### src/rtl/vrf_read_port_scheduler_pkg.sv
// -----------------------------------------------------------------------------
// vrf_read_sched_pkg
// Shared definitions for the VRF read port scheduler: default widths, the
// in-flight read tag carried through the latency pipeline, and the
// round-robin successor helper used by the arbiter.
// -----------------------------------------------------------------------------
package vrf_read_sched_pkg;

  localparam int NUM_REQ_DEF  = 4;
  localparam int VS_W_DEF     = 5;
  localparam int OFFSET_W_DEF = 9;
  localparam int IDX_W_DEF    = 3;
  localparam int DATA_W_DEF   = 32;

  // Tag fields are sized for the largest supported configuration.
  // Narrower source/index values are zero-extended into them.
  localparam int TAG_SRC_W = 8;
  localparam int TAG_IDX_W = 8;

  typedef struct packed {
    logic                 valid;
    logic [TAG_SRC_W-1:0] source;
    logic [TAG_IDX_W-1:0] instructionIndex;
  } read_tag_t;

  // Next requester after 'cur' in a ring of 'n' requesters.
  function automatic int rr_next(input int cur, input int n);
    return (cur + 1 >= n) ? 0 : cur + 1;
  endfunction

endpackage

### src/rtl/vrf_read_port_scheduler_if.sv
// -----------------------------------------------------------------------------
// vrf_read_port_scheduler_if
// Bundles the requester side, the VRF bank side, the kill/write-busy controls
// and the response bus of the read port scheduler.
//   slave  : the scheduler (consumes requests, drives ready/issue/response)
//   master : the environment (requesters, bank, pipeline control)
// -----------------------------------------------------------------------------
interface vrf_read_port_scheduler_if #(
  parameter int NUM_REQ  = 4,
  parameter int VS_W     = 5,
  parameter int OFFSET_W = 9,
  parameter int IDX_W    = 3,
  parameter int DATA_W   = 32,
  parameter int SRC_W    = $clog2(NUM_REQ)
);

  logic [NUM_REQ-1:0]          req_valid;
  logic [NUM_REQ-1:0]          req_ready;
  logic [NUM_REQ*VS_W-1:0]     req_vs;
  logic [NUM_REQ*OFFSET_W-1:0] req_offset;
  logic [NUM_REQ*IDX_W-1:0]    req_instructionIndex;
  logic                        write_busy;
  logic                        kill_valid;
  logic [IDX_W-1:0]            kill_instructionIndex;
  logic                        vrf_read_valid;
  logic [VS_W-1:0]             vrf_read_vs;
  logic [OFFSET_W-1:0]         vrf_read_offset;
  logic [DATA_W-1:0]           vrf_read_data;
  logic                        resp_valid;
  logic [SRC_W-1:0]            resp_source;
  logic [IDX_W-1:0]            resp_instructionIndex;
  logic [DATA_W-1:0]           resp_data;

  modport slave (
    input  req_valid, req_vs, req_offset, req_instructionIndex,
    input  write_busy, kill_valid, kill_instructionIndex, vrf_read_data,
    output req_ready, vrf_read_valid, vrf_read_vs, vrf_read_offset,
    output resp_valid, resp_source, resp_instructionIndex, resp_data
  );

  modport master (
    output req_valid, req_vs, req_offset, req_instructionIndex,
    output write_busy, kill_valid, kill_instructionIndex, vrf_read_data,
    input  req_ready, vrf_read_valid, vrf_read_vs, vrf_read_offset,
    input  resp_valid, resp_source, resp_instructionIndex, resp_data
  );

endinterface

### src/rtl/vrf_read_port_scheduler_rr_arbiter.sv
// -----------------------------------------------------------------------------
// vrf_read_sched_rr_arbiter
// Round-robin grant over NUM_REQ eligible lines, with the 'last granted'
// pointer held here.
//   clock, reset      : clock and synchronous active-high reset
//   enable_i          : arbitration allowed this cycle
//   eligible_i        : per-requester eligibility
//   grant_o           : one-hot or zero grant (combinational)
//   grantValid_o      : some requester was granted
//   grantIdx_o        : index of the granted requester (0 when none)
// -----------------------------------------------------------------------------
module vrf_read_sched_rr_arbiter
  import vrf_read_sched_pkg::*;
#(
  parameter int NUM_REQ = 4,
  parameter int SRC_W   = $clog2(NUM_REQ)
) (
  input  logic               clock,
  input  logic               reset,
  input  logic               enable_i,
  input  logic [NUM_REQ-1:0] eligible_i,
  output logic [NUM_REQ-1:0] grant_o,
  output logic               grantValid_o,
  output logic [SRC_W-1:0]   grantIdx_o
);

  logic [SRC_W-1:0] last_q, last_d;

  // Walk the ring starting just after the last winner; the first eligible
  // requester met takes the grant.
  always_comb begin
    int  cand;
    logic found;
    grant_o      = '0;
    grantValid_o = 1'b0;
    grantIdx_o   = '0;
    found        = 1'b0;
    cand         = int'(last_q);
    for (int k = 0; k < NUM_REQ; k++) begin
      cand = rr_next(cand, NUM_REQ);
      if (!found && enable_i && eligible_i[cand]) begin
        found         = 1'b1;
        grant_o[cand] = 1'b1;
        grantIdx_o    = SRC_W'(cand);
      end
    end
    grantValid_o = found;
  end

  // Pointer only moves on a grant.
  always_comb begin
    last_d = grantValid_o ? grantIdx_o : last_q;
  end

  // Reset points at the last requester so requester 0 leads afterwards.
  always_ff @(posedge clock) begin
    if (reset) begin
      last_q <= SRC_W'(NUM_REQ - 1);
    end else begin
      last_q <= last_d;
    end
  end

endmodule

### src/rtl/vrf_read_port_scheduler.sv
// -----------------------------------------------------------------------------
// vrf_read_port_scheduler
// Shares one VRF read port among NUM_REQ requesters round-robin, tracks each
// issued read through a READ_LATENCY-deep tag pipeline and returns the bank
// data tagged with its requester on a common response bus.
//   clock, reset : clock and synchronous active-high reset
//   bus (slave)  : requests/ready, write_busy, kill, VRF issue, bank data,
//                  response bus
// -----------------------------------------------------------------------------
module vrf_read_port_scheduler
  import vrf_read_sched_pkg::*;
#(
  parameter int NUM_REQ      = NUM_REQ_DEF,
  parameter int READ_LATENCY = 2,
  parameter int VS_W         = VS_W_DEF,
  parameter int OFFSET_W     = OFFSET_W_DEF,
  parameter int IDX_W        = IDX_W_DEF,
  parameter int DATA_W       = DATA_W_DEF,
  parameter int SRC_W        = $clog2(NUM_REQ)
) (
  input  logic                     clock,
  input  logic                     reset,
  vrf_read_port_scheduler_if.slave bus
);

  logic [NUM_REQ-1:0] eligible;
  logic [NUM_REQ-1:0] grant;
  logic               grantValid;
  logic [SRC_W-1:0]   grantIdx;
  logic [IDX_W-1:0]   winnerIdx;
  read_tag_t          issueTag;
  read_tag_t          tag_q [READ_LATENCY];
  read_tag_t          tag_d [READ_LATENCY];
  read_tag_t          finalTag;

  function automatic logic killHit(input read_tag_t t, input logic kv,
                                   input logic [IDX_W-1:0] kIdx);
    return kv && (t.instructionIndex == TAG_IDX_W'(kIdx));
  endfunction

  // A requester whose instruction is being flushed this cycle is not eligible,
  // so a killed request is never issued.
  always_comb begin
    eligible = '0;
    for (int i = 0; i < NUM_REQ; i++) begin
      eligible[i] = bus.req_valid[i] &&
                    !(bus.kill_valid &&
                      (bus.req_instructionIndex[i*IDX_W +: IDX_W] ==
                       bus.kill_instructionIndex));
    end
  end

  vrf_read_sched_rr_arbiter #(
    .NUM_REQ (NUM_REQ),
    .SRC_W   (SRC_W)
  ) u_arbiter (
    .clock        (clock),
    .reset        (reset),
    .enable_i     (!reset && !bus.write_busy),
    .eligible_i   (eligible),
    .grant_o      (grant),
    .grantValid_o (grantValid),
    .grantIdx_o   (grantIdx)
  );

  // The grant is one-hot, so OR-ing the masked fields selects the winner and
  // yields zero on the issue bus when nothing is granted.
  always_comb begin
    bus.req_ready       = grant;
    bus.vrf_read_valid  = grantValid;
    bus.vrf_read_vs     = '0;
    bus.vrf_read_offset = '0;
    winnerIdx           = '0;
    for (int i = 0; i < NUM_REQ; i++) begin
      if (grant[i]) begin
        bus.vrf_read_vs     = bus.vrf_read_vs | bus.req_vs[i*VS_W +: VS_W];
        bus.vrf_read_offset = bus.vrf_read_offset |
                              bus.req_offset[i*OFFSET_W +: OFFSET_W];
        winnerIdx           = winnerIdx |
                              bus.req_instructionIndex[i*IDX_W +: IDX_W];
      end
    end
  end

  // Next state of the tag pipeline: stage 0 takes the issue tag, the rest
  // shift forward, and any tag of the flushed instruction loses its valid
  // on the way.
  always_comb begin
    issueTag.valid            = grantValid;
    issueTag.source           = TAG_SRC_W'(grantIdx);
    issueTag.instructionIndex = TAG_IDX_W'(winnerIdx);
    tag_d[0] = issueTag;
    if (killHit(issueTag, bus.kill_valid, bus.kill_instructionIndex)) begin
      tag_d[0].valid = 1'b0;
    end
    for (int s = 1; s < READ_LATENCY; s++) begin
      tag_d[s] = tag_q[s-1];
      if (killHit(tag_q[s-1], bus.kill_valid, bus.kill_instructionIndex)) begin
        tag_d[s].valid = 1'b0;
      end
    end
  end

  // Reset drops every in-flight read so nothing issued earlier responds.
  always_ff @(posedge clock) begin
    if (reset) begin
      for (int s = 0; s < READ_LATENCY; s++) begin
        tag_q[s] <= '0;
      end
    end else begin
      for (int s = 0; s < READ_LATENCY; s++) begin
        tag_q[s] <= tag_d[s];
      end
    end
  end

  // The last stage drives the response; a kill arriving in the response
  // cycle itself still suppresses it.
  always_comb begin
    finalTag                  = tag_q[READ_LATENCY-1];
    bus.resp_valid            = finalTag.valid && !reset &&
                                !killHit(finalTag, bus.kill_valid,
                                         bus.kill_instructionIndex);
    bus.resp_source           = '0;
    bus.resp_instructionIndex = '0;
    bus.resp_data             = '0;
    if (bus.resp_valid) begin
      bus.resp_source           = SRC_W'(finalTag.source);
      bus.resp_instructionIndex = IDX_W'(finalTag.instructionIndex);
      bus.resp_data             = bus.vrf_read_data;
    end
  end

endmodule

### src/flat_wrapper.sv
// flat-port wrapper written by rule: the top's interface ports become plain ports
module vrf_read_port_scheduler_flat import vrf_read_sched_pkg::*;
#(
  parameter int NUM_REQ      = NUM_REQ_DEF,
  parameter int READ_LATENCY = 2,
  parameter int VS_W         = VS_W_DEF,
  parameter int OFFSET_W     = OFFSET_W_DEF,
  parameter int IDX_W        = IDX_W_DEF,
  parameter int DATA_W       = DATA_W_DEF,
  parameter int SRC_W        = $clog2(NUM_REQ)
)
  (clock, reset, bus_req_valid, bus_req_vs, bus_req_offset, bus_req_instructionIndex, bus_write_busy, bus_kill_valid, bus_kill_instructionIndex, bus_vrf_read_data, bus_req_ready, bus_vrf_read_valid, bus_vrf_read_vs, bus_vrf_read_offset, bus_resp_valid, bus_resp_source, bus_resp_instructionIndex, bus_resp_data);
  vrf_read_port_scheduler_if #(.NUM_REQ(NUM_REQ), .VS_W(VS_W), .OFFSET_W(OFFSET_W), .IDX_W(IDX_W), .DATA_W(DATA_W), .SRC_W(SRC_W)) bus_i ();
  input  logic clock;
  input  logic reset;
  input wire logic [$bits(bus_i.req_valid)-1:0] bus_req_valid;
  input wire logic [$bits(bus_i.req_vs)-1:0] bus_req_vs;
  input wire logic [$bits(bus_i.req_offset)-1:0] bus_req_offset;
  input wire logic [$bits(bus_i.req_instructionIndex)-1:0] bus_req_instructionIndex;
  input wire logic [$bits(bus_i.write_busy)-1:0] bus_write_busy;
  input wire logic [$bits(bus_i.kill_valid)-1:0] bus_kill_valid;
  input wire logic [$bits(bus_i.kill_instructionIndex)-1:0] bus_kill_instructionIndex;
  input wire logic [$bits(bus_i.vrf_read_data)-1:0] bus_vrf_read_data;
  output wire logic [$bits(bus_i.req_ready)-1:0] bus_req_ready;
  output wire logic [$bits(bus_i.vrf_read_valid)-1:0] bus_vrf_read_valid;
  output wire logic [$bits(bus_i.vrf_read_vs)-1:0] bus_vrf_read_vs;
  output wire logic [$bits(bus_i.vrf_read_offset)-1:0] bus_vrf_read_offset;
  output wire logic [$bits(bus_i.resp_valid)-1:0] bus_resp_valid;
  output wire logic [$bits(bus_i.resp_source)-1:0] bus_resp_source;
  output wire logic [$bits(bus_i.resp_instructionIndex)-1:0] bus_resp_instructionIndex;
  output wire logic [$bits(bus_i.resp_data)-1:0] bus_resp_data;
  assign bus_i.req_valid = bus_req_valid;
  assign bus_i.req_vs = bus_req_vs;
  assign bus_i.req_offset = bus_req_offset;
  assign bus_i.req_instructionIndex = bus_req_instructionIndex;
  assign bus_i.write_busy = bus_write_busy;
  assign bus_i.kill_valid = bus_kill_valid;
  assign bus_i.kill_instructionIndex = bus_kill_instructionIndex;
  assign bus_i.vrf_read_data = bus_vrf_read_data;
  assign bus_req_ready = bus_i.req_ready;
  assign bus_vrf_read_valid = bus_i.vrf_read_valid;
  assign bus_vrf_read_vs = bus_i.vrf_read_vs;
  assign bus_vrf_read_offset = bus_i.vrf_read_offset;
  assign bus_resp_valid = bus_i.resp_valid;
  assign bus_resp_source = bus_i.resp_source;
  assign bus_resp_instructionIndex = bus_i.resp_instructionIndex;
  assign bus_resp_data = bus_i.resp_data;
  vrf_read_port_scheduler #(.NUM_REQ(NUM_REQ), .READ_LATENCY(READ_LATENCY), .VS_W(VS_W), .OFFSET_W(OFFSET_W), .IDX_W(IDX_W), .DATA_W(DATA_W), .SRC_W(SRC_W)) u_core (.clock(clock), .reset(reset), .bus(bus_i));
endmodule
### config.mk
export PLATFORM = sky130hd
export DESIGN_NAME = vrf_read_port_scheduler_flat
export DESIGN_NICKNAME = d
export VERILOG_FILES = /design/src/rtl/vrf_read_port_scheduler_pkg.sv /design/src/rtl/vrf_read_port_scheduler_if.sv /design/src/rtl/vrf_read_port_scheduler_rr_arbiter.sv /design/src/rtl/vrf_read_port_scheduler.sv /design/src/flat_wrapper.sv
export SDC_FILE = /design/constraint.sdc
export NUM_CORES = 1
export LEC_CHECK = 0
export ABC_AREA = 1
export BUFFER_PORTS_ARGS = -buffer_cell sky130_fd_sc_hd__buf_2
export CAP_MARGIN = 40
export CORE_UTILIZATION = 44
export CTS_BUF_LIST = sky130_fd_sc_hd__clkbuf_8
export DETAILED_ROUTE_END_ITERATION = 7
export GPL_TIMING_DRIVEN = 0
export PLACE_DENSITY = 0.87
export SYNTH_ARGS = -nofsm -noshare
export SYNTH_HDL_FRONTEND = slang
export SYNTH_SLANG_ARGS = --single-unit
### constraint.sdc
create_clock -name clock -period 4.79 [get_ports clock]
set_input_delay 0.958 -clock clock [delete_from_list [all_inputs] [get_ports clock]]
set_output_delay 0.958 -clock clock [all_outputs]
set_load 0.005 [all_outputs]
* After elaboration in Yosys (flattened, before gate mapping)
Memory sizes are Yosys's and may differ from the RTL's.
Index checks and enable logic that the tools add are counted.
** Word-level totals
- Register bits after elaboration :: 2
- Bits in writable memories :: 34
- Input port bits :: 111
- Output and inout bits :: 57
- Logic and storage cells :: 132
- Memories :: 1
** Operators by class
- Add/sub/neg operators :: 4
- Magnitude comparators :: 12
- Eq/ne operators :: 7
- Muxes and demuxes :: 58
- Bitwise logic cells :: 14
- Reduce and logical (&&, ||, !) cells :: 35
** Memory list
- u_core.tag_q :: words 2, width 17, rd ports 2, clocked after Yosys merged registers in 0, write ports 2, line vrf_read_port_scheduler.sv:32 : read_tag_t tag_q [READ_LATENCY];
** Operators by type and width (count)
- 32-bit 2-to-1 mux :: 5
- 32-bit by 1-bit greater-or-equal comparator with 1-bit output, second input constant :: 4
- 32-bit by 4-bit greater-or-equal comparator with 1-bit output, second input constant :: 4
- 32-bit by 4-bit less-than comparator with 1-bit output, second input constant :: 4
- 32-bit by 2-bit adder with 32-bit output, second input constant :: 3
- 9-bit 2-to-1 mux :: 4
- 17-bit 2-to-1 mux :: 2
- 9-bit bitwise OR :: 3
- 1-bit logical AND :: 25
- 1-bit 2-to-1 mux :: 21
- 5-bit 2-to-1 mux :: 4
- 8-bit by 3-bit == test with 1-bit output :: 2
- 4-bit 2-to-1 mux :: 4
- 3-bit == test :: 5
- 3-bit 2-to-1 mux :: 5
- 5-bit bitwise OR :: 3
- 4-bit bitwise OR :: 3
- 1-bit logical NOT :: 10
- 2-bit 2-to-1 mux :: 5
- 3-bit bitwise OR :: 3
- 1-bit binary-select mux with 2-bit select :: 4
- 1-bit demux with 2-bit select :: 4
- 2-bit by 1-bit adder with 3-bit output, second input constant :: 1
- 1-bit bitwise OR :: 2

* Longest topological paths before layout
Gate-level depths: netlist (run 1).
- Depth in word-level cells :: 32
- Gate-level depth with buffers :: 23
- Mapped depth without buffers :: 22

* Cells and area by module
From an unflattened synthesis (run 1), not the netlist that was laid out.
** Unflattened totals
- Cell total of the unflattened synthesis :: 371
- Area, all modules :: 2047.0 um2
** Modules (own cells, without submodules)
- vrf_read_port_scheduler :: instances 1, cells an instance 271, area an instance 1363.8 um2
- vrf_read_sched_rr_arbiter :: instances 1, cells an instance 100, area an instance 683.2 um2

* Least setup slack after synthesis (run 1)
Ideal clock, no wire load.
- Kind :: reg-to-output
- Start :: reg u_core.u_arbiter.last_q[0]
- End :: out bus_vrf_read_offset[0]
- Arrival time :: 2.591 ns
- Slack :: 1.241 ns
- Cell stages (with the launch flop) :: 14
- Buffers on the path :: 1
- Path through :: dfxtp_1 -> ha_1 -> nor2_1 -> inv_1 -> fa_1 -> inv_1 -> nor2_1 -> o211a_1 -> nor3_4 -> nand3_1 -> nand2_2 -> buf_2 -> nand2_1 -> nand4_1
** Between the ends
- Elaborated cells between the ends (all ways) :: 71
- Those cells by class :: add/sub (4); order compare (12); mux (35); bitwise (6); reduce/logical (14)
** RTL lines
- start: declaration :: line vrf_read_port_scheduler_rr_arbiter.sv:27 : logic [SRC_W-1:0] last_q, last_d;
- start signal: assignment :: line vrf_read_port_scheduler_rr_arbiter.sv:58 : last_q <= SRC_W'(NUM_REQ - 1);
- start signal: assignment :: line vrf_read_port_scheduler_rr_arbiter.sv:60 : last_q <= last_d;
- 2-bit by 1-bit adder with 3-bit output * :: line vrf_read_port_scheduler_pkg.sv:28 : return (cur + 1 >= n) ? 0 : cur + 1;
- 32-bit by 4-bit greater-or-equal comparator with 1-bit output :: line vrf_read_port_scheduler_pkg.sv:28
- 32-bit 2-to-1 mux * :: line vrf_read_port_scheduler_pkg.sv:28
- parallel branches: the longest is 16 deep, another holds 32-bit by 2-bit adder with 32-bit output
- 4-bit 2-to-1 mux * :: line vrf_read_port_scheduler_rr_arbiter.sv:41 : if (!found && enable_i && eligible_i[cand]) begin
- named net bus_req_ready[3] :: line flat_wrapper.sv:24 : output wire logic [$bits(bus_i.req_ready)-1:0] bus_req_ready;
- 9-bit 2-to-1 mux * :: line vrf_read_port_scheduler.sv:75 : if (grant[i]) begin
- end: declaration :: line flat_wrapper.sv:27 : output wire logic [$bits(bus_i.vrf_read_offset)-1:0] bus_vrf_read_offset;
Mark *: on every way through the listed nets, which the timed path passes. The select of a mux whose other input is x is not followed.

* Worst setup path in the final report (run 1)
- Start :: reg u_core.u_arbiter.last_q[0]
- End :: out bus_vrf_read_offset[1]
** Between the ends
- Longest elaborated chain between the ends :: 27
- Elaborated cells between the ends (all ways) :: 71
- Those cells by class :: add/sub (4); order compare (12); mux (35); bitwise (6); reduce/logical (14)
** RTL lines
- 2-bit by 1-bit adder with 3-bit output * :: line vrf_read_port_scheduler_pkg.sv:28
- 32-bit by 4-bit greater-or-equal comparator with 1-bit output :: line vrf_read_port_scheduler_pkg.sv:28
- 32-bit 2-to-1 mux * :: line vrf_read_port_scheduler_pkg.sv:28
- parallel branches: the longest is 16 deep, another holds 32-bit by 2-bit adder with 32-bit output
- 4-bit 2-to-1 mux * :: line vrf_read_port_scheduler_rr_arbiter.sv:41
- 9-bit 2-to-1 mux :: line vrf_read_port_scheduler.sv:75
- 9-bit bitwise OR :: line vrf_read_port_scheduler.sv:77 : bus.vrf_read_offset = bus.vrf_read_offset |
- 9-bit 2-to-1 mux :: line vrf_read_port_scheduler.sv:75
- 9-bit bitwise OR :: line vrf_read_port_scheduler.sv:77
- 9-bit 2-to-1 mux :: line vrf_read_port_scheduler.sv:75
- 9-bit bitwise OR :: line vrf_read_port_scheduler.sv:77
- 9-bit 2-to-1 mux * :: line vrf_read_port_scheduler.sv:75
Mark *: on every way between the ends. The select of a mux whose other input is x is not followed.

==> out/metrics.yaml, run 1 <==
tritoncts: "done"
share_comb_of_total_power_pct: 77.9
cts_resized: 0
ff_latch_area_um2: 280
grt.overflow.total: 0
ys_warn_count: 0
antenna_found_initial: 0
failed_checks: "DRC"
number_of_flops_mapped_to_enable_cells_by_yosys: 0
dominantRegCellSynth: "sky130_fd_sc_hd__dfxtp_1"
core_region_area_um2: 4470
synth_compound_area_share_pct: 6.32
syn_area_um2: 2120
peakVddDrop_v: 0.000295
grt_first_pass_wirelength_mm: 10.9
yosysTopAreaCellShare_pct: 24.1
drtIter0Drc: 214
ys_top_cells_by_area: "sky130_fd_sc_hd__nand2_1, sky130_fd_sc_hd__inv_1, sky130_fd_sc_hd__dfxtp_1, sky130_fd_sc_hd__nor2_1, sky130_fd_sc_hd__nand3_1"
maximum_root_to_sink_buffer_count: 2
ys_types: 32
synthDominantAreaCellType: "sky130_fd_sc_hd__nand2_1"
fin_worst_skew_ns: 0.00226
detail-route-antenna-nets: 0
synth_xor_xnor_area_share_pct: 0.827
timing.hold.ws_ns: 0.401
worst-endpoint-arrival_ns: 3.48
layoutNonFillerInstCount: 621
cp_data_required_time_ns: 3.83
routed_vias_inst: 4.74
seq_area_frac_synth_pct: 13.2
post-route-period-util_pct: 92.7
multi_input_area_um2: 1460
ctsHtreeMaxLevel: 1
n_antenna_cell: 0
start_kind: "register"
post_route_cells_drive_above_1_share_pct: 36.0
regToRegStartpoint: "u_core.u_arbiter.last_q[0]"
hold_path_startpoint: "u_core.tag_q[0][9]"
grt_max_degree: 11
worst_setup_timing_slack_at_the_placement_stage_ns: 0.643
areaGrowthSynthToFinish_pct: 44.7
detailedPlacementHpwl_mm: 5.86
postSynth.asyncResetShare_pct: 0
io_buffers: 165
post_cts_buffers: 0
floorplan.initialDensity_pct: 47.3
syn_inst: 400
global_route.usage.total_pct: 25.8
dieArea_um2: 5090
grt_setup_unrepaired: "no"
synthMostInstantiatedCell: "sky130_fd_sc_hd__nand2_1"
timing.slew.headroom_pct: 64.0
hold_path.class: "reg2reg"
ys_seq_elements: 14
cts_hold_buf: 0
utilization_pct: 68.5
hold_depth: 2
dieWidth_um: 71.4
hold_violations: 0
mappedNetlistNets: 520
synth.area.mux_share_pct: 0
routed_wirelength_mm: 6.96
wire_per_inst_um: 11.2
placed_cells_incl_taps: 617
drc: 14
hold_path_end: "u_core.tag_q[0][26]"
synth.avg_cell_area_um2: 5.29
dieHeight_um: 71.4
worstSetupEndpointType: "output pin"
placement_rows: 24
clock_latency_at_the_later_pin_of_the_worst_skew_pair_ns: 0.24
yosys.area_share.adder_pct: 6.03
power_switching_share_pct: 52.4
regToRegSetupSlack_ns: 1.51
sequentialPowerShare_pct: 13.6
cell_internal_power_dissipation_uw: 629
worst_slew_pin_slew_ns: 0.539
worst_case_setup_margin_in_the_final_layout_ns: 0.351
timing.max_cap.violations: 0
routability_congestion_estimate_from_global_placement: 0.862
route.vias.total: 2943
clock-sinks: 14
cell_types_with_the_highest_counts_after_synthesis: "sky130_fd_sc_hd__nand2_1, sky130_fd_sc_hd__inv_1, sky130_fd_sc_hd__nor2_1, sky130_fd_sc_hd__nand3_1, sky130_fd_sc_hd__nand4_1"
status: "complete, but fails checks"
worst_r2r_path_depth: 20
clk_pin_slew_ns: 0.05
powerDensity_nw_per_um2: 431
clock-root-buffer: "sky130_fd_sc_hd__clkbuf_8"
number_of_pins_exceeding_their_max_slew_limit_in_the_final_report: 0
num_io_pins: 168
dominant_combinational_cell_family_by_area_after_synthesis: "simple AND/OR/NAND/NOR gates"
yosys.area_share.simple_pct: 55.9
power.static_leakage_uw: 0.00201
switchingPower_uw: 693
finalSetupTns_ns: 0
maximum_clock_frequency_mhz: 225
drt_first_pass_iters: 6
count_of_fill_cells_added_during_filler_insertion: 402
timing.critical_path.fanout_max: 10
crit_type: "reg2out"
first_global_vias: 2467
fin_nets: 690
r2r_end: "u_core.tag_q[0][16]"
clock_power_share_pct: 8.4
layout_min_cycle_time_ns: 4.44
numCtsBuffers: 3
setup-violations-final: 0
-- per-layer routing --
metal | vias to the layer above | track usage [%] | part of all wire, % | wire length, µm
li1 | 1545 | - | - | -
met3 | 9 | 3.38 | 7.4 | 515
met1 | 1288 | 33.8 | 42 | 2950
met5 | - | 0 | 0 | 0
met2 | 101 | 44.9 | 49 | 3450
met4 | 0 | 6.44 | 0.79 | 55
-- state kept, by name, summed over array words and instances, names as in the netlist --
name                     count
u_core.tag_q                12
u_core.u_arbiter.last_q      2
-- critical path: stages (launching register included) --
cell and delay (ns):
sky130_fd_sc_hd__dfxtp_1 0.38, sky130_fd_sc_hd__ha_1 0.29, sky130_fd_sc_hd__nor2_1 0.24, sky130_fd_sc_hd__inv_1 0.19
sky130_fd_sc_hd__fa_1 0.48, sky130_fd_sc_hd__inv_1 0.15, sky130_fd_sc_hd__nand3_1 0.08, sky130_fd_sc_hd__nand3_1 0.08
sky130_fd_sc_hd__nand2_1 0.08, sky130_fd_sc_hd__nor2_4 0.18, sky130_fd_sc_hd__nand3_2 0.15, sky130_fd_sc_hd__nor2_1 0.14
sky130_fd_sc_hd__nor2_2 0.05, sky130_fd_sc_hd__nand2_2 0.16, sky130_fd_sc_hd__buf_2 0.26, sky130_fd_sc_hd__nand2_1 0.07
sky130_fd_sc_hd__nand4_1 0.11, sky130_fd_sc_hd__buf_2 0.13
-- power groups by stage --
stage                     Combinational [µW]  Clock (µW)  Sequential (µW)
final                                   1030         112              180
after global routing                    1160         119              187
after CTS                               1030         115              181
after detailed placement                1030           0              183
after global placement                   997           0              181
after floorplan                          692           0              177
-- worst max-delay path by stage --
stage	from	to	slack [ns]
after floorplan	u_core.u_arbiter.last_q[0]	bus_vrf_read_offset[0]	1.24
after global placement	u_core.u_arbiter.last_q[0]	bus_vrf_read_offset[1]	0.67
after detailed placement	u_core.u_arbiter.last_q[0]	bus_vrf_read_offset[1]	0.64
after CTS	u_core.u_arbiter.last_q[0]	bus_vrf_read_offset[1]	0.35
after global routing	u_core.u_arbiter.last_q[0]	bus_vrf_read_offset[1]	0.05
final	u_core.u_arbiter.last_q[0]	bus_vrf_read_offset[1]	0.35
-- cells by family after synthesis --
| group | count (synthesis) |
|---|---|
| buffers and inverters | 91 |
| DFF | 14 |
| adders and majority gates | 9 |
| xor gates and xnor gates | 2 |
| and+or+nand+nor | 262 |
| AOI/OAI and AO/OA | 22 |
-- layout by cell type (no fill, tap or decap), types with 2 or more instances in the layout --
cell                         n
sky130_fd_sc_hd__nand4_1    15
sky130_fd_sc_hd__a31oi_1     2
sky130_fd_sc_hd__buf_1       3
sky130_fd_sc_hd__nand3_1    19
sky130_fd_sc_hd__nand2_2     5
sky130_fd_sc_hd__buf_6       3
sky130_fd_sc_hd__nand2_1   136
sky130_fd_sc_hd__o211ai_1    2
sky130_fd_sc_hd__nand3_2     6
sky130_fd_sc_hd__o22ai_1     4
sky130_fd_sc_hd__nor2_1     66
sky130_fd_sc_hd__buf_2     169
sky130_fd_sc_hd__clkbuf_8    4
sky130_fd_sc_hd__nand2_4     2
sky130_fd_sc_hd__dfxtp_1    14
sky130_fd_sc_hd__inv_2       3
sky130_fd_sc_hd__inv_1      77
sky130_fd_sc_hd__fa_1        2
sky130_fd_sc_hd__o21ai_0     5
sky130_fd_sc_hd__nor2_2      8
sky130_fd_sc_hd__ha_1        7
sky130_fd_sc_hd__a21oi_1     6
-- per-stage QoR --
| stage | power, µW | cell area, µm² |
|---|---|---|
| 6_report | 1320 | 3060 |
| 5_1_grt | 1460 | 3060 |
| 4_1_cts | 1330 | 3060 |
| 3_5_place_dp | 1210 | 3010 |
| 3_3_place_gp | 1180 | 3010 |
| 2_1_floorplan | 869 | 2120 |
-- layout make-up --
class	instances	share of cell area [%]
Timing Repair Buffer	165	27.0
Multi-Input combinational cell	295	47.8
Clock buffer	4	1.80
Sequential cell	14	9.15
Buffer	10	2.12
Inverter	81	10.1
Tap cell	52	2.12
Note: power is estimated with default switching activity, not from simulation.
==> run 2, diff against run 1 <==
PLACE_DENSITY = 0.88   (was 0.87)
==> run 2 against run 1 <==
  * The run still ends with DRC left
  * Clock skew is 0.00068 ns lower
  * Routed wire length is 2.9% higher
  * Global-route usage grew 1.4 points
  * First-iteration DRC count did not move
  * Final area unchanged
  * Core utilization stayed put
  * Maximum frequency down 0.65%
  * Worst setup slack got worse by 0.029 ns
  * Critical path type unchanged
  * Largest power group unchanged
==> out/metrics.yaml, run 2 (synthesis results as in run 1) <==
dieHeight_um: 71.4
drt_first_pass_iters: 8
n_antenna_cell: 0
routed_wirelength_mm: 7.16
wire_per_inst_um: 11.5
power.static_leakage_uw: 0.00201
setup-violations-final: 0
clock_power_share_pct: 8.5
global_route.usage.total_pct: 27.2
first_global_vias: 2579
post_cts_buffers: 0
powerDensity_nw_per_um2: 435
grt.overflow.total: 0
timing.slew.headroom_pct: 68.3
timing.hold.ws_ns: 0.401
count_of_fill_cells_added_during_filler_insertion: 420
drtIter0Drc: 214
routed_vias_inst: 4.75
layout_common_cells: "sky130_fd_sc_hd__buf_2, sky130_fd_sc_hd__nand2_1, sky130_fd_sc_hd__inv_1, sky130_fd_sc_hd__nor2_1, sky130_fd_sc_hd__nand3_1"
drc: 13
numCtsBuffers: 3
worst_case_setup_margin_in_the_final_layout_ns: 0.322
number_of_pins_exceeding_their_max_slew_limit_in_the_final_report: 0
most_common_cell_after_layout_fill_and_taps_aside: "sky130_fd_sc_hd__buf_2"
placement_rows: 24
total_power_uw: 1330
cts_hold_buf: 0
hold_violations: 0
fin_worst_skew_ns: 0.00158
worstSetupEndpointType: "output pin"
status: "complete, but fails checks"
floorplan.initialDensity_pct: 47.3
cts_resized: 0
max_flop_register: "u_core.tag_q"
grt_max_degree: 11
routability_congestion_estimate_from_global_placement: 0.913
layout_min_cycle_time_ns: 4.47
cell_internal_power_dissipation_uw: 629
clock-sinks: 14
cp_data_required_time_ns: 3.83
clk_pin_slew_ns: 0.05
io_buffers: 165
clock-root-buffer: "sky130_fd_sc_hd__clkbuf_8"
start_kind: "register"
timing.critical_path.fanout_max: 10
switchingPower_uw: 704
hold_path.class: "reg2reg"
grt_first_pass_wirelength_mm: 11.4
detail-route-antenna-nets: 0
num_io_pins: 168
post_route_cells_drive_above_1_share_pct: 36.0
ctsHtreeMaxLevel: 1
worst_slew_pin_slew_ns: 0.474
worst_setup_timing_slack_at_the_placement_stage_ns: 0.651
largestRegisters: "u_core.tag_q x12, u_core.u_arbiter.last_q x2"
antenna_found_initial: 0
tritoncts: "done"
finalSetupTns_ns: 0
dieArea_um2: 5090
dieWidth_um: 71.4
failed_checks: "DRC"
detailedPlacementHpwl_mm: 6.01
timing.max_cap.violations: 0
sequentialPowerShare_pct: 13.6
peakVddDrop_v: 0.000301
maximum_clock_frequency_mhz: 224
crit_type: "reg2out"
post-route-period-util_pct: 93.3
clock_latency_at_the_later_pin_of_the_worst_skew_pair_ns: 0.24
largest_register_ffs: 12
worst-endpoint-arrival_ns: 3.51
areaGrowthSynthToFinish_pct: 44.7
share_comb_of_total_power_pct: 77.9
fin_nets: 690
core_region_area_um2: 4470
route.vias.total: 2948
grt_setup_unrepaired: "no"
maximum_root_to_sink_buffer_count: 2
power_switching_share_pct: 52.8
==> run 2: cell counts in the layout (fill, tap and decap cells not counted) <==
No cell type changed its count.
==> run 2: area by class of cell <==
class	instances	area, µm²	share of cell area, %
clock buffers	4	55.1	1.80
flip-flops and latches	14	280	9.15
plain buffers	10	65.1	2.12
repair buffers	165	826	27.0
inverters	81	309	10.1
multi-input cells	295	1460	47.8
well taps	52	65.1	2.12
==> run 2: worst max-delay path, stage by stage (launching register included) <==
cell and delay [ns]:
sky130_fd_sc_hd__dfxtp_1 0.39, sky130_fd_sc_hd__ha_1 0.30, sky130_fd_sc_hd__nor2_1 0.25, sky130_fd_sc_hd__inv_1 0.20, sky130_fd_sc_hd__fa_1 0.49, sky130_fd_sc_hd__inv_1 0.14
sky130_fd_sc_hd__nand3_1 0.08, sky130_fd_sc_hd__nand3_1 0.07, sky130_fd_sc_hd__nand2_1 0.09, sky130_fd_sc_hd__nor2_4 0.17, sky130_fd_sc_hd__nand3_2 0.14, sky130_fd_sc_hd__nor2_1 0.14
sky130_fd_sc_hd__nor2_2 0.05, sky130_fd_sc_hd__nand2_2 0.16, sky130_fd_sc_hd__buf_2 0.26, sky130_fd_sc_hd__nand2_1 0.07, sky130_fd_sc_hd__nand4_1 0.12, sky130_fd_sc_hd__buf_2 0.13
==> run 2: per-stage QoR <==
step	std cells	cell area [µm²]	utilization (%)
after floorplan	400	2120	-
after global placement	617	3010	67.2
after detailed placement	617	3010	67.2
after CTS	621	3060	68.5
after global routing	621	3060	68.5
final	621	3060	68.5
==> run 2: routing by layer <==
metal	vias to the layer above	track usage [%]	routed length, µm
li1	1541	-	-
met1	1292	34.9	3080
met2	108	47.8	3490
met3	7	3.94	520
met4	0	7.11	64
met5	-	0	0
==> run 2: power groups by stage <==
stage	sequential [µW]	clock, µW	combinational, µW
final	182	113	1040
after floorplan	177	0	692
after global routing	187	118	1160
after CTS	181	113	1030
after detailed placement	184	0	1020
after global placement	181	0	998
==> run 2: path summary, 6_finish.rpt <==
path | from | end | slack, ns | depth (start not counted)
max | u_core.u_arbiter.last_q[0] | bus_vrf_read_offset[2] | 0.32 | 17
min | u_core.tag_q[0][9] | u_core.tag_q[0][26] | 0.40 | 2
max reg2reg | u_core.u_arbiter.last_q[0] | u_core.tag_q[0][16] | 1.46 | 20
min reg2reg | u_core.tag_q[0][9] | u_core.tag_q[0][26] | 0.40 | 2
==> run 3, diff against run 2 <==
BUFFER_PORTS_ARGS = not set   (was -buffer_cell sky130_fd_sc_hd__buf_2)
CORE_AREA = 2 2 65 67   (was not set)
CORE_UTILIZATION = not set   (was 44)
DIE_AREA = 0 0 67 69   (was not set)
DONT_BUFFER_PORTS = 1   (was not set)
PLACE_DENSITY = 0.69   (was 0.88)
==> run 3 against run 2 <==
  * The flow now finishes without violations
  * Sequential share of layout area grew 3.4 points
  * Die area shrank 9.2%
  * Clock skew is 0.0025 ns higher
  * Routed wire length shrank 8.7%
  * Core utilization is 11 points lower
  * Maximum frequency is 2.9% higher
  * Final area shrank 27%
  * First-iteration DRC count down 36%
  * Critical path depth decreased by 1
  * Critical path type unchanged
  * Largest power group unchanged
==> out/metrics.yaml, run 3 (synthesis results as in run 1) <==
cts_hold_buf: 0
max_flop_register: "u_core.tag_q"
utilization_pct: 57.1
dieWidth_um: 67
clk_pin_slew_ns: 0.05
peakVddDrop_v: 0.000290
tritoncts: "done"
clock-root-buffer: "sky130_fd_sc_hd__clkbuf_8"
route.vias.total: 2345
areaGrowthSynthToFinish_pct: 5.56
drtIter0Drc: 137
status: "finished, final reports clean"
layoutNonFillerInstCount: 454
timing.slew.headroom_pct: 62.2
worst_slew_pin_slew_ns: 0.565
num_io_pins: 168
timing.max_cap.violations: 0
detailedPlacementHpwl_mm: 5.60
layout_min_cycle_time_ns: 4.34
fin_worst_skew_ns: 0.00406
crit_type: "reg2out"
cpPeakStageDelay_ns: 0.47
drc: 0
setup-violations-final: 0
routed_wirelength_mm: 6.54
io_buffers: 0
worst_path_max_delay_cell: "sky130_fd_sc_hd__fa_1"
finalSetupTns_ns: 0
worst_case_setup_margin_in_the_final_layout_ns: 0.446
cts_resized: 0
timing.critical_path.buf_inv: 3
maximum_root_to_sink_buffer_count: 2
grt_setup_unrepaired: "no"
timing.critical_path.fanout_max: 10
regToRegSetupSlack_ns: 1.45
timing.critical_path.depth: 16
routed_vias_inst: 5.17
hold_path_end: "u_core.tag_q[0][26]"
detail-route-antenna-nets: 0
hold_violations: 0
wire_per_inst_um: 14.4
dieArea_um2: 4620
worst_r2r_path_depth: 20
maximum_clock_frequency_mhz: 230
antenna_found_initial: 0
power_switching_share_pct: 56.0
dieHeight_um: 69
first_global_vias: 2108
fin_nets: 525
worstSetupEndpointType: "output pin"
post_route_cells_drive_above_1_share_pct: 9.90
hold_path_startpoint: "u_core.tag_q[0][9]"
placed_cells_incl_taps: 450
cp_top_family: "simple AND/OR/NAND/NOR gates"
worst_setup_timing_slack_at_the_placement_stage_ns: 0.709
regToRegStartpoint: "u_core.u_arbiter.last_q[0]"
numCtsBuffers: 3
layout_common_cells: "sky130_fd_sc_hd__nand2_1, sky130_fd_sc_hd__inv_1, sky130_fd_sc_hd__nor2_1, sky130_fd_sc_hd__nand3_1, sky130_fd_sc_hd__nand4_1"
power.static_leakage_uw: 0.00128
n_antenna_cell: 0
grt_max_degree: 11
ctsHtreeMaxLevel: 1
cp_data_required_time_ns: 3.83
start_kind: "register"
placement_rows: 23
drt_first_pass_iters: 4
clock-sinks: 14
post-route-period-util_pct: 90.7
powerDensity_nw_per_um2: 514
largestRegisters: "u_core.tag_q x12, u_core.u_arbiter.last_q x2"
routability_congestion_estimate_from_global_placement: 0.951
number_of_pins_exceeding_their_max_slew_limit_in_the_final_report: 0
global_route.usage.total_pct: 27.3
r2r_end: "u_core.tag_q[0][16]"
core_region_area_um2: 3910
grt_first_pass_wirelength_mm: 9.93
grt.overflow.total: 0
hold_path.class: "reg2reg"
clock_latency_at_the_later_pin_of_the_worst_skew_pair_ns: 0.24
worst-endpoint-arrival_ns: 3.39
clock_power_share_pct: 9.8
sequentialPowerShare_pct: 15.6
floorplan.initialDensity_pct: 54.1
timing.critical_path.cells: "ha_1, nor2_1, inv_1, fa_1, inv_1, nand3_1, nand3_1, nand2_1, nor2_4, nand3_2, nor2_1, nor2_2, nand2_2, buf_2, nand2_1, nand4_1"
timing.hold.ws_ns: 0.399
hold_depth: 2
largest_register_ffs: 12
share_comb_of_total_power_pct: 74.5
most_common_cell_after_layout_fill_and_taps_aside: "sky130_fd_sc_hd__nand2_1"
switchingPower_uw: 643
cell_internal_power_dissipation_uw: 505
post_cts_buffers: 0
## run 3: cell count changes in the layout (fill, tap and decap cells not counted), sizes merged
cell / change
buf: -165
## run 3: power groups by stage
stage | Sequential [µW] | Combinational [µW] | Clock [µW]
2_1_floorplan | 177 | 692 | 0
3_3_place_gp | 181 | 850 | 0
3_5_place_dp | 182 | 855 | 0
4_1_cts | 180 | 858 | 114
5_1_grt | 185 | 970 | 120
6_report | 180 | 856 | 113
## run 3: metrics by stage
step	power, µW	instance area [µm²]
finish	1150	2230
global route	1280	2230
CTS	1150	2230
detailed placement	1040	2180
global placement	1030	2180
floorplan	869	2120
## run 3: worst max-delay path by stage
| stage | endpoint | startpoint |
|---|---|---|
| floorplan | bus_vrf_read_offset[0] | u_core.u_arbiter.last_q[0] |
| global placement | bus_vrf_read_offset[2] | u_core.u_arbiter.last_q[0] |
| detailed placement | bus_vrf_read_offset[2] | u_core.u_arbiter.last_q[0] |
| CTS | bus_vrf_read_offset[2] | u_core.u_arbiter.last_q[0] |
| global route | bus_vrf_read_offset[2] | u_core.u_arbiter.last_q[0] |
| finish | bus_vrf_read_offset[2] | u_core.u_arbiter.last_q[0] |
## run 3: layout make-up
class | count | area, µm²
flip-flops and latches | 14 | 280
fillers | 444 | 1680
well taps | 50 | 62.6
plain buffers | 10 | 65.1
clock buffers | 4 | 55.1
multi-input cells | 295 | 1460
inverters | 81 | 309
## run 3: metal layers
layer  track usage [%]  up-vias  part of all wire, %
li1                  -     1212                    -
met1              33.6     1031                   40
met2              49.4      102                   52
met3              4.57        0                  8.4
met4              3.85        0                    0
met5                 0        -                    0
## run 3: worst min-delay path, stage by stage (launching register included)
cell	delay (ns)
sky130_fd_sc_hd__dfxtp_1	0.29
sky130_fd_sc_hd__inv_1	0.04
sky130_fd_sc_hd__nor2_1	0.03
